### config.mk
export PLATFORM = sky130hd
export DESIGN_NAME = pipeline_hazard_controller
export DESIGN_NICKNAME = d
export VERILOG_FILES = /design/src/rtl/pipeline_hazard_controller.sv
export SDC_FILE = /design/constraint.sdc
export NUM_CORES = 1
export LEC_CHECK = 0
export CORE_ASPECT_RATIO = 1.25
export CORE_UTILIZATION = 25
export DETAILED_ROUTE_END_ITERATION = 16
export MAX_ROUTING_LAYER = met4
export PLACE_DENSITY_LB_ADDON = 0.12
export SLEW_MARGIN = 30
export SYNTH_ARGS = -nofsm -noshare
export SYNTH_HDL_FRONTEND = slang
export SYNTH_SLANG_ARGS = --single-unit
### constraint.sdc
create_clock -name CLK -period 2.9 [get_ports CLK]
set_input_delay 0.29 -clock CLK [delete_from_list [all_inputs] [get_ports CLK]]
set_output_delay 0.29 -clock CLK [all_outputs]
set_load 0.02 [all_outputs]
### src/rtl/pipeline_hazard_controller.sv
// pipeline_hazard_controller
//   Stall/flush sequencer for the 5-stage MIPS pipeline. It handles the hazards
//   that operand forwarding cannot cover:
//     - data-cache waits
//     - load-use hazards
//     - decode-stage branch operand hazards
//   It also squashes wrong-path fetches, drains the pipe on HALT and keeps
//   hazard performance counters.
//
// Ports
//   CLK, RST        rising-edge clock, synchronous active-high reset
//   ihit, dhit      instruction / data cache completion strobes
//   dec_instr       instruction in the decode latch (op, rs, rt fields used)
//   br_taken        decode-stage branch/jump resolved taken
//   ex_rfWEN        EX-stage instruction writes the register file
//   ex_dREN         EX-stage instruction is a load
//   ex_dest         EX-stage destination register
//   mem_dREN        MEM-stage load
//   mem_dWEN        MEM-stage store
//   mem_dest        MEM-stage destination register
//   wb_halt         HALT has reached WB
//   pc_en           PC update enable
//   fd_en .. mw_en  pipeline latch enables
//   fd_flush        load a bubble into the fetch/decode latch (beats enable)
//   de_flush        load a bubble into the decode/EX latch (beats enable)
//   halt            sticky halted flag (registered)
//   stall_cnt       performance counter: stall cycles (wraps)
//   flush_cnt       performance counter: taken-branch flushes (wraps)
//   dwait_cnt       performance counter: data-cache wait cycles (wraps)
//
// Handshake: there is no valid/ready pair here. A latch captures on a cycle
// where its enable is 1. It loads a NOP on a cycle where its flush is 1,
// whatever its enable is.
module pipeline_hazard_controller #(
    parameter int CNT_W = 32
) (
    input  logic             CLK,
    input  logic             RST,
    input  logic             ihit,
    input  logic             dhit,
    input  logic [31:0]      dec_instr,
    input  logic             br_taken,
    input  logic             ex_rfWEN,
    input  logic             ex_dREN,
    input  logic [4:0]       ex_dest,
    input  logic             mem_dREN,
    input  logic             mem_dWEN,
    input  logic [4:0]       mem_dest,
    input  logic             wb_halt,
    output logic             pc_en,
    output logic             fd_en,
    output logic             de_en,
    output logic             em_en,
    output logic             mw_en,
    output logic             fd_flush,
    output logic             de_flush,
    output logic             halt,
    output logic [CNT_W-1:0] stall_cnt,
    output logic [CNT_W-1:0] flush_cnt,
    output logic [CNT_W-1:0] dwait_cnt
);

    typedef enum logic [1:0] {RUN, DRAIN, HALTED} state_t;

    localparam logic [5:0] OP_RTYPE = 6'b000000;
    localparam logic [5:0] OP_J     = 6'b000010;
    localparam logic [5:0] OP_JAL   = 6'b000011;
    localparam logic [5:0] OP_BEQ   = 6'b000100;
    localparam logic [5:0] OP_BNE   = 6'b000101;
    localparam logic [5:0] OP_LUI   = 6'b001111;
    localparam logic [5:0] OP_SW    = 6'b101011;
    localparam logic [5:0] OP_SC    = 6'b111000;
    localparam logic [5:0] OP_HALT  = 6'b111111;

    state_t state;

    logic [5:0] op;
    logic [4:0] rs;
    logic [4:0] rt;
    logic       uses_rs;
    logic       uses_rt;
    logic       is_branch;
    logic       is_halt;
    logic       p_dwait;
    logic       p_load_use;
    logic       p_br_op;
    logic       p_fmiss;
    logic       p_taken;
    logic       unused_bits;

    assign op = dec_instr[31:26];
    assign rs = dec_instr[25:21];
    assign rt = dec_instr[20:16];

    // The immediate/rd/shamt/funct bits play no part in hazard detection.
    assign unused_bits = ^dec_instr[15:0];

    assign uses_rs   = !(op == OP_J || op == OP_JAL || op == OP_LUI || op == OP_HALT);
    assign uses_rt   = (op == OP_RTYPE) || (op == OP_BEQ) || (op == OP_BNE) ||
                       (op == OP_SW) || (op == OP_SC);
    assign is_branch = (op == OP_BEQ) || (op == OP_BNE);
    assign is_halt   = (op == OP_HALT);

    assign p_dwait    = (mem_dREN | mem_dWEN) & !dhit;
    assign p_load_use = ex_dREN && (ex_dest != 5'd0) &&
                        ((uses_rs && ex_dest == rs) || (uses_rt && ex_dest == rt));
    // The branch comparator only sees the MEM ALU result. So the branch must
    // wait out any ALU result still in EX and any load data still in MEM.
    assign p_br_op    = is_branch &&
                        ((ex_rfWEN && ex_dest != 5'd0 && (ex_dest == rs || ex_dest == rt)) ||
                         (mem_dREN && mem_dest != 5'd0 && (mem_dest == rs || mem_dest == rt)));
    assign p_fmiss    = !ihit;
    assign p_taken    = br_taken & ihit;

    always_comb begin
        pc_en    = 1'b0;
        fd_en    = 1'b0;
        de_en    = 1'b0;
        em_en    = 1'b0;
        mw_en    = 1'b0;
        fd_flush = 1'b0;
        de_flush = 1'b0;
        if (!RST) begin
            case (state)
                RUN: begin
                    pc_en = 1'b1;
                    fd_en = 1'b1;
                    de_en = 1'b1;
                    em_en = 1'b1;
                    mw_en = 1'b1;
                    if (p_dwait) begin
                        pc_en = 1'b0;
                        fd_en = 1'b0;
                        de_en = 1'b0;
                        em_en = 1'b0;
                        mw_en = 1'b0;
                    end else if (p_load_use || p_br_op) begin
                        pc_en    = 1'b0;
                        fd_en    = 1'b0;
                        de_flush = 1'b1;
                    end else if (p_fmiss) begin
                        pc_en    = 1'b0;
                        fd_flush = 1'b1;
                    end else if (p_taken) begin
                        fd_flush = 1'b1;
                    end
                end
                DRAIN: begin
                    // Nothing new is fetched. Older instructions retire
                    // unless the data cache is holding MEM.
                    fd_flush = 1'b1;
                    if (!p_dwait) begin
                        fd_en = 1'b1;
                        de_en = 1'b1;
                        em_en = 1'b1;
                        mw_en = 1'b1;
                    end
                end
                default: ;
            endcase
        end
    end

    always_ff @(posedge CLK) begin
        if (RST) begin
            state     <= RUN;
            halt      <= 1'b0;
            stall_cnt <= '0;
            flush_cnt <= '0;
            dwait_cnt <= '0;
        end else begin
            case (state)
                RUN: begin
                    if (p_dwait)
                        dwait_cnt <= dwait_cnt + CNT_W'(1);
                    else if (p_load_use || p_br_op || p_fmiss)
                        stall_cnt <= stall_cnt + CNT_W'(1);
                    else if (p_taken)
                        flush_cnt <= flush_cnt + CNT_W'(1);

                    if (wb_halt) begin
                        state <= HALTED;
                        halt  <= 1'b1;
                    end else if (is_halt && !(p_dwait || p_load_use || p_br_op)) begin
                        state <= DRAIN;
                    end
                end
                DRAIN: begin
                    if (p_dwait)
                        dwait_cnt <= dwait_cnt + CNT_W'(1);
                    if (wb_halt) begin
                        state <= HALTED;
                        halt  <= 1'b1;
                    end
                end
                HALTED: ;
                default: state <= RUN;
            endcase
        end
    end

endmodule

---- Word-level counts from Yosys, hierarchy flattened ----
Index checks and enable logic that the tools add are counted.
cells by class
  $add $sub $neg .......................... 3
  equality and inequality tests ........... 16
  mux-type cells .......................... 26
  bitwise gates (word level) .............. 6
  reductions and logical operators ........ 40
operators by type and width
  cell                                           number
  adder 32 x 1 -> 32 bit, second input constant  3
  == test 5 bit                                  4
  two-way mux 1 bit                              20
  == test 6 bit, second input constant           3
  logical OR 1 bit                               16
  == test 6 x 2 -> 1 bit, second input constant  2
  == test 6 x 3 -> 1 bit, second input constant  2
  logical AND 1 bit                              10
  nonzero test 5 bit                             2
  == test 6 x 4 -> 1 bit, second input constant  1
  zero test 6 bit                                1
  two-way mux 2 bit                              3
  case mux 2 bit (3 select lines)                1
  AND reduction 3 bit                            2
  zero test 1 bit                                4
  case mux 1 bit (2 select lines)                2
  AND reduction 2 bit                            2
  AND reduction 4 bit                            1
  inequality test 3 bit, second input constant   1
  inverter 1 bit                                 3
  AND 1 bit                                      2
  == test 2 x 1 -> 1 bit, second input constant  1
  == test 2 bit, second input constant           1
  zero test 2 bit                                1
  other kinds (3)                                3
word-level totals
  register bits ........................... 99
  input port bits ......................... 52
  output and inout bits ................... 104
  word-level logic and storage cells ...... 96

---- Logic depth before layout (Yosys ltp) ----
  depth in word-level cells ............... 15
  mapped depth ............................ 10
  mapped depth without buffers ............ 8

---- Worst setup path after synthesis ----
OpenSTA, ideal clock, no wires.
  path kind ............................... register to register
  from .................................... register dwait_cnt[6]
  to ...................................... register dwait_cnt[31]
  setup time .............................. 0.121 ns
  arrival time ............................ 2.289 ns
  data required time ...................... 2.779 ns
  slack ................................... 0.491 ns
  cell stages (with the launch flop) ...... 9
  buffers on the path ..................... 0
  period minus slack after synthesis ...... 2.409 ns
  cell sequence ........................... dfxtp_1 > and4_1 > and2_1 > nand3_1 > nor4_2 > nand2_1 > or2_1 > nor3_1 > mux2_2
on the way
  cells in the longest elaborated chain, start to end .. 1
RTL lines
  element                 line      source
  from (decl)             60        output logic [CNT_W-1:0] dwait_cnt
  from (signal assigned)  175       dwait_cnt <= dwait_cnt + CNT_W'(1);
  from (signal assigned)  190       dwait_cnt <= dwait_cnt + CNT_W'(1);
  adder 32 x 1 -> 32 bit  175, 190
No other way between the ends.
A chain may end at the register's enable or synchronous reset.

---- Final worst setup path ----
  from .................................... input dec_instr[25]
  to ...................................... register stall_cnt[25]
on the way
  cells in the longest elaborated chain, start to end .. 8
  elaborated cells on any way between the ends .. 14
  those cells by class .................... eq/ne (2); reduce/logical (12)
RTL lines
  element                                   line           source
  from (decl)                               41             input logic [31:0] dec_instr,
  == test 5 bit (on tied branches)          106, 110, 111
  logical OR 1 bit (on tied branches)       110, 111
  logical AND 1 bit (on tied branches)      110, 111
  logical OR 1 bit                          110            ((ex_rfWEN && ex_dest != 5'd0 && (ex_dest == rs || ex_dest == rt)) ||
  logical AND 1 bit                         109            assign p_br_op = is_branch &&
  logical OR 1 bit (*) (2 in series)        176            else if (p_load_use || p_br_op || p_fmiss)
  AND reduction 3 bit (no source line) (*)  n/a
  to (signal assigned)                      177            stall_cnt <= stall_cnt + CNT_W'(1);
  to (decl)                                 58             output logic [CNT_W-1:0] stall_cnt,
Every way passes the cells marked *; elsewhere a longest branch is shown, timed or not.

==> impl_metrics.yaml <==
logic_synthesis:
  synth_top_area_share_pct: 38.61
  synth-seq-cells: 99
  synth_seq_area_share_pct: 38.61
  ys.flop_type: "dfxtp_1"
  synth.most_common_cell: "dfxtp_1"
  synth_edf_count: 0
  netlist_instances: 635
  yosysWarnings: 0
  yosys.area.top_type: "dfxtp_1"
  synth.net_count: 690
  synth_area_sq_um: 5134
  avgSynthCellArea_sq_um: 8.085
  netlist-cell-type-count: 49
  synthTopCellsByCount: "99 x dfxtp_1, 89 x nor2_1, 48 x xnor2_1, 44 x nand3_1, 43 x nand2_1"
  synth.area.top_cells: "dfxtp_1 39%, xnor2_1 8.2%, nor2_1 6.5%"
  async_flop_share_pct: 0
route:
  wl_per_cell_um: 14.52
  vias: 5175
  totalWireLength_um: 15810
  ant_nets: 0
  drc: 0
  drtPass1Iterations: 5
  vias_per_cell: 4.752
  first_iter_violations: 235
die:
  fp.coreArea_sq_um: 20100
  dieArea_sq_um: 21120
  io_pins: 156
  dieWidth_um: 130.2
  die-height_um: 162.2
  start_util_pct: 25.54
  placement_rows: 58
placed_design:
  dp_cells: 1074
  dpl.hpwl_um: 11650
  gp_congestion: 0.7627
  port_buffers: 139
clock_tree:
  clock_latency_ps: 350
  numCtsBuffers: 9
  clockBufferDepth: 2
  cts_sinks: 99
  clkTransAtPathRegs_ps: 60
  h-tree-depth: 3
  cts_tree: "done"
  clock-root-buffer: "clkbuf_16"
  postCtsSetupBuffers: 0
global_routing:
  grt_max_degree: 77
  grt_overflow: 0
  grt_pass1_wl_um: 25270
  grt_pass1_vias: 5087
  antenna_found_initial: 0
  grtUsageTotal_pct: 15.59
worst_setup_path:
  arrival_ps: 3040
  crit_type: "in2reg"
  worstSetupEndpointType: "register"
  cpPeakStageDelay_ps: 520
  cp_cell_sequence: "clkdlybuf4s50_1, xnor2_1, nand3_1, nor3_2, buf_4, a22oi_2, buf_4, o2111ai_4, buf_6, nand4_1, buf_6, or4_1, a21oi_1"
  crit_required_ps: 3170
  r2r_start: "stall_cnt[5]"
  rr_worst_depth: 9
  crit_start: "dec_instr[25]"
  crit_path_start_kind: "input port"
  path_max_fanout: 7
  crit_path_top_delay_cell: "clkdlybuf4s50_1"
final_layout:
  drive_above_1_share_pct: 14.04
  n_antenna_cell: 0
  syn2layout_area_growth_pct: 48.23
  final_util_pct: 37.86
  final_nets: 871
  fin_cells: 1089
sta:
  fin_crit_sh_pct: 95.70
  holdWs_ps: 478.4
  max_slew.worst_pin.slew_ps: 782.5
  setup_viol_count_final: 0
  fmax_mhz: 360.3
  min_period_ps: 2775
  slew_violations: 0
  relSlewSlack_pct: 47.83
  fin_worst_skew_ps: 13.44
  tns_ps: 0
  rsz0062_at_grt: "no"
  hold_viol_final: 0
status:
  outcome: "finished, final reports clean"
min_path:
  min_path_cells: 2
  hp-class: "reg2reg"
  hold_path_startpoint: "halt"
pwr:
  peakVddDrop_v: 0.0002320
  leakage_nw: 2.654
  power_density_nw_per_um2: 388.4
  power_mw: 2.956
job:
  cap_violations: 0
-- worst paths after layout --
check                   to  slack, ps
max          stall_cnt[25]        120
min                   halt        480
max reg2reg  stall_cnt[22]        250
min reg2reg           halt        480
-- through the flow --
stage	setup WS [ps]	instance area, sq um
2_1_floorplan	490.6	5134
3_3_place_gp	-375.8	7206
3_5_place_dp	-389.0	7206
4_1_cts	-14.40	7521
5_1_grt	4.005	7610
6_report	124.7	7610
-- cell type report --
type,instances,area [sq um]
fill,2061,12490
multi-input combinational,490,3050
sequential,99,1982
timing repair buffer,202,1882
tap,270,337.8
clock buffer,10,229.0
clock inverter,4,76.32
inverter,14,52.55
-- layer usage --
metal / part of all wire, % / GRT usage, % / vias to the layer above
li1: - / - / 2612
met1: 44 / 18.29 / 2412
met2: 48 / 26.09 / 128
met3: 5.3 / 2.503 / 23
met4: 2.3 / 6.660 / 0
met5: 0 / - / -
-- logic make-up after synthesis --
family | Yosys count | share of synthesized area [%]
compound gates | 84 | 9.676
xor+xnor | 71 | 12.11
fa+ha+maj | 3 | 0.7313
buf+inv | 46 | 3.582
flops | 99 | 38.61
mux | 9 | 1.926
simple gates | 323 | 33.37
-- worst max-delay path, delay by kind of cell --
kind | cells | cell delay [ps]
xor gates and xnor gates | 1 | 140
AOI/OAI and AO/OA | 3 | 450
and+or+nand+nor | 4 | 1000
buffers and inverters | 5 | 1170
-- flip-flops by register name, indices dropped and copies added, names as in the netlist --
signal / count
dwait_cnt: 32
stall_cnt: 32
state: 2
flush_cnt: 32
halt: 1
-- where the power goes --
part / switching (mW) / internal (mW) / leakage [nW]
clock network: 0.537 / 0.751 / 0.145
registers: 0.0115 / 1.37 / 0.798
logic: 0.146 / 0.144 / 1.71
total: 0.694 / 2.26 / 2.65
-- cells in the final DEF (no fill, tap or decap), types with 23 or more instances in the layout --
| cell type | Yosys | layout |
|---|---|---|
| nand2_1 | 43 | 43 |
| nor2_1 | 89 | 89 |
| nand3_1 | 44 | 44 |
| clkdlybuf4s50_1 | 0 | 128 |
| xor2_1 | 23 | 23 |
| xnor2_1 | 48 | 48 |
| a21oi_1 | 38 | 37 |
| buf_4 | 2 | 60 |
| dfxtp_1 | 99 | 99 |
-- repair_timing --
item                       CTS  global route
gates cloned                 0             1
setup endpoints to repair   10            21
pin swaps                    0             4
hold buffers                 0             0
gates resized for setup     11            22
Power figures use the tool's default switching activity.
